--- config.mk ---
export PLATFORM = sky130hd
export DESIGN_NAME = btn_debounce
export DESIGN_NICKNAME = d
export VERILOG_FILES = /design/src/rtl/btn_debounce.sv
export SDC_FILE = /design/constraint.sdc
export NUM_CORES = 1
export LEC_CHECK = 0
export CORE_ASPECT_RATIO = 0.5
export CORE_MARGIN = 2
export CORE_UTILIZATION = 45
export DETAILED_ROUTE_END_ITERATION = 12
export PLACE_DENSITY = 0.63
export SLEW_MARGIN = 5
export SYNTH_ARGS = -nofsm -noshare
export SYNTH_HDL_FRONTEND = slang
export SYNTH_SLANG_ARGS = --single-unit
export TNS_END_PERCENT = 5
--- constraint.sdc ---
create_clock -name clk -period 5.6 [get_ports clk]
set_input_delay 1.12 -clock clk [delete_from_list [all_inputs] [get_ports clk]]
set_output_delay 1.12 -clock clk [all_outputs]
set_load 0.01 [all_outputs]
--- src/rtl/btn_debounce.sv ---
// Push-button conditioning: two-flop synchronizer per channel followed by an
// independent counter-based debounce FSM. Produces a clean registered level
// per button plus one-clock rise/fall ticks on each accepted transition.
//
// The per-channel FSM state is held in state_q[] so it can be observed
// hierarchically. Values: ZERO=0, WAIT1=1, ONE=2, WAIT0=3.
module btn_debounce #(
    parameter int N_BTN     = 2,
    parameter int DB_CYCLES = 1_000_000,
    parameter int CNT_W     = 20
) (
    input  logic             clk,
    input  logic             rst,
    input  logic [N_BTN-1:0] btn_raw,
    output logic [N_BTN-1:0] btn_db,
    output logic [N_BTN-1:0] btn_rise,
    output logic [N_BTN-1:0] btn_fall
);

    typedef enum logic [1:0] {
        ZERO  = 2'd0,
        WAIT1 = 2'd1,
        ONE   = 2'd2,
        WAIT0 = 2'd3
    } state_t;

    // Last count value before a level change is accepted; the counter never
    // exceeds it because every WAIT entry reloads it with zero.
    localparam logic [CNT_W-1:0] CNT_LAST = CNT_W'(DB_CYCLES - 1);

    logic [N_BTN-1:0] s1;
    logic [N_BTN-1:0] s2;
    state_t           state_q [N_BTN];
    logic [CNT_W-1:0] cnt_q   [N_BTN];

    // Two-flop synchronizer bringing the asynchronous button levels into clk.
    always_ff @(posedge clk) begin
        if (rst) begin
            s1 <= '0;
            s2 <= '0;
        end else begin
            s1 <= btn_raw;
            s2 <= s1;
        end
    end

    // Per-channel debounce FSM with registered level and tick outputs.
    always_ff @(posedge clk) begin
        if (rst) begin
            btn_db   <= '0;
            btn_rise <= '0;
            btn_fall <= '0;
            for (int i = 0; i < N_BTN; i++) begin
                state_q[i] <= ZERO;
                cnt_q[i]   <= '0;
            end
        end else begin
            // Ticks are single-cycle: cleared unless a transition fires below.
            btn_rise <= '0;
            btn_fall <= '0;
            for (int i = 0; i < N_BTN; i++) begin
                case (state_q[i])
                    ZERO: begin
                        if (s2[i]) begin
                            state_q[i] <= WAIT1;
                            cnt_q[i]   <= '0;
                        end
                    end
                    WAIT1: begin
                        if (!s2[i]) begin
                            // Bounce: input dropped before it was stable long enough.
                            state_q[i] <= ZERO;
                        end else if (cnt_q[i] == CNT_LAST) begin
                            state_q[i]  <= ONE;
                            btn_db[i]   <= 1'b1;
                            btn_rise[i] <= 1'b1;
                        end else begin
                            cnt_q[i] <= cnt_q[i] + 1'b1;
                        end
                    end
                    ONE: begin
                        if (!s2[i]) begin
                            state_q[i] <= WAIT0;
                            cnt_q[i]   <= '0;
                        end
                    end
                    WAIT0: begin
                        if (s2[i]) begin
                            // Release glitch: button came back before the count finished.
                            state_q[i] <= ONE;
                        end else if (cnt_q[i] == CNT_LAST) begin
                            state_q[i]  <= ZERO;
                            btn_db[i]   <= 1'b0;
                            btn_fall[i] <= 1'b1;
                        end else begin
                            cnt_q[i] <= cnt_q[i] + 1'b1;
                        end
                    end
                    default: begin
                        state_q[i] <= ZERO;
                        cnt_q[i]   <= '0;
                    end
                endcase
            end
        end
    end

endmodule

==> impl_metrics.ini <==
[setup_path]
rr_worst_depth = 5
rrSetupSlack_ns = 3.22
timing.rr.start = cnt_q[1][0]$_SDFFCE_PN0P_
required_ns = 5.72
cp-start-kind = input pin
critPathCaptureType = flop
cp_data_arrival_time_ns = 3.08
critPathMaxFanout = 20
crit_type = in2reg
r2r-end = cnt_q[1][5]$_SDFFCE_PN0P_

[global_route]
grt_pass1_vias = 1749
antenna_found_initial = 0
grt_max_degree = 21
grt_pass1_wl_um = 7850
track_usage_pct = 15.0
grt.overflow.total = 0

[timing]
finalSetupViolCount = 0
hold_viol = 0
clock.fmax_mhz = 338
tns_ns = 0
rsz0062_at_grt = false
skew_ns = 0.00298
fin_crit_sh_pct = 52.9
drv_slew = 0
worstMarginPinSlew_ns = 0.843
maxSlewHeadroom_pct = 43.5
min_period_ns = 2.96

[power_and_ir_drop]
seqPwrFrac_pct = 56.1
combPwrFrac_pct = 18.4
max-vdd-ir-drop_uv = 129
swShare_pct = 30.6
p_leak_nw = 1.01
p_per_area_nw_per_um2 = 375
p_switching_w = 0.000358
pwr-share-clk_pct = 25.5
intPower_w = 0.000812

[die]
core_area_um2 = 6080
num_rows = 20
start_util_pct = 46.5
ios = 10
die_w_um = 116
die_area_um2 = 6980
dieHeight_um = 60.1

[synthesis]
synth-main-ff-cell = edfxtp_1
synth_area_um2 = 2830
ys_warn_count = 0
async_flop_share_pct = 0
seq_area_frac_synth_pct = 53.8
ys_seq_elements = 54
synth_edf_count = 44
synth_fp_nets = 279
synth.distinct_cells = 39
synthCells = 273
syn_avg_cell_area_um2 = 10.4

[clocking]
postCtsSetupRepairBufs = 0
cts_buffers = 5
htreeDepth = 2
post_cts_resized = 0
clk_pin_slew_ns = 0.06
cts_tree = built
hold_buffers = 0
cts.sinks = 54
cts_root_buffer = clkbuf_16
insertion_delay_ns = 0.29
cts.path.max_buffers = 2

[detailed_routing]
wire_per_inst_um = 12.7
drt.antenna.violating_nets = 0
drc_errors = 0
avgViaCountPerCell = 5.08
wirelength_um = 4700
drtIter0Drc = 134
firstDrtPassIters = 4
via_count = 1875

[hold_path]
holdPathStages = 1
min_from = s1[0]$_SDFF_PP0_
hold_path.class = reg2reg
holdPathEnd = s2[0]$_SDFF_PP0_

[placed_design]
placed_area_um2 = 2980
dp_hpwl_um = 3150
gp_congestion = 0.790
port_buffers = 9

[run_status]
status = finished clean

[cells_and_area]
syn2layout_area_growth_pct = 10.3
nets = 286
antennaDiodeCount = 0
drive_gt1_share_pct = 4.27
final_area_um2 = 3120

[job]
drv_cap = 0
## synthesized netlist by cell type, types with 2 or more instances
library cell / count / area share, %
nand3_1: 14 / 2.5
o21ai_0: 2 / 0.35
nand3b_1: 3 / 0.80
xor2_1: 12 / 3.7
dfxtp_1: 10 / 7.1
xnor2_1: 29 / 9.0
nor2b_1: 9 / 2.0
a21o_1: 2 / 0.53
nor3_2: 2 / 0.71
ha_1: 2 / 0.88
nand2_1: 13 / 1.7
nand4_1: 8 / 1.8
buf_2: 4 / 0.71
and3_1: 4 / 0.88
nor3_1: 5 / 0.88
nand2b_1: 3 / 0.66
inv_1: 13 / 1.7
mux2i_1: 2 / 0.71
nor4_1: 11 / 2.4
edfxtp_1: 44 / 47
clkbuf_1: 4 / 0.53
nor2_1: 54 / 7.2
a21oi_1: 5 / 0.88
and4_1: 3 / 0.93
## sequential cells by signal, indices dropped and copies added (netlist names)
register  flops
cnt_q        40
state_q       4
btn_db        2
btn_fall      2
btn_rise      2
s1            2
s2            2
## routing by layer
| layer | vias up | part of all wire, % | track usage (%) |
|---|---|---|---|
| met5 | - | 0 | 0 |
| met4 | 0 | 1.9 | 6.80 |
| met3 | 7 | 2.5 | 4.56 |
| met2 | 11 | 44 | 23.6 |
| met1 | 888 | 52 | 19.3 |
| li1 | 969 | - | - |
## through the flow
step | hold WS, ns | std cells | total power, W | setup WS [ns] | util [%]
2_1_floorplan | 0.414 | 273 | 0.000822 | 3.09 | -
3_3_place_gp | 0.423 | 361 | 0.000869 | 2.41 | 49.1
3_5_place_dp | 0.430 | 361 | 0.000879 | 2.31 | 49.1
4_1_cts | 0.452 | 369 | 0.00118 | 2.63 | 51.3
5_1_grt | 0.462 | 369 | 0.00124 | 2.44 | 51.3
6_report | 0.443 | 369 | 0.00117 | 2.64 | 51.3
## logic make-up after synthesis
logic type | share of synthesized area, %
DFF | 53.8
AOI/OAI and AO/OA | 2.83
xor gates and xnor gates | 12.7
buffers and inverters | 3.36
adders and majority gates | 0.884
muxes | 0.708
and+or+nand+nor | 25.7
## cells in the final DEF, fill, tap and decap left out, types with 2 or more instances in the layout
master	n
and4_1	3
inv_1	13
clkdlybuf4s50_1	9
nor3_1	5
nand4_1	8
nor3_2	2
a21oi_1	5
clkbuf_16	5
nand2_1	13
nor2_1	54
edfxtp_1	44
nand2b_1	3
xnor2_1	29
ha_1	2
mux2i_1	2
and3_1	4
dfxtp_1	10
xor2_1	12
nand3_1	14
o21ai_0	2
a21o_1	2
clkbuf_1	3
nor2b_1	9
nor4_1	11
nand3b_1	3
## cell type report
cell class,count,area (um2)
Timing Repair Buffer,9,90.1
Clock buffer,8,136
Sequential cell,54,1520
Fill cell,574,2960
Multi-Input combinational cell,197,1210
Tap cell,88,110
Inverter,13,48.8
## power groups by stage
stage	clock network (W)	registers (W)	logic, W
finish	0.000298	0.000656	0.000216
floorplan	0	0.000626	0.000195
global route	0.000322	0.000673	0.000246
global placement	0	0.000657	0.000212
detailed placement	0	0.000663	0.000217
CTS	0.000309	0.000655	0.000219
## critical path, cell delays in order
cell	delay, ns
clkdlybuf4s50_1	0.73
nand4b_1	0.90
nor2_1	0.33
## worst max-delay path by stage
stage / start / end / slack [ns] / cells after the start
after global routing: rst / cnt_q[0][18]$_SDFFCE_PP0P_ / 2.44 / 3
after floorplan: rst / cnt_q[0][0]$_SDFFCE_PP0P_ / 3.09 / 3
final: rst / cnt_q[0][18]$_SDFFCE_PP0P_ / 2.64 / 3
after global placement: rst / cnt_q[0][1]$_SDFFCE_PP0P_ / 2.41 / 3
after CTS: rst / cnt_q[0][18]$_SDFFCE_PP0P_ / 2.63 / 3
after detailed placement: rst / cnt_q[0][18]$_SDFFCE_PP0P_ / 2.31 / 3
Note: power is estimated with default switching activity, not from simulation.
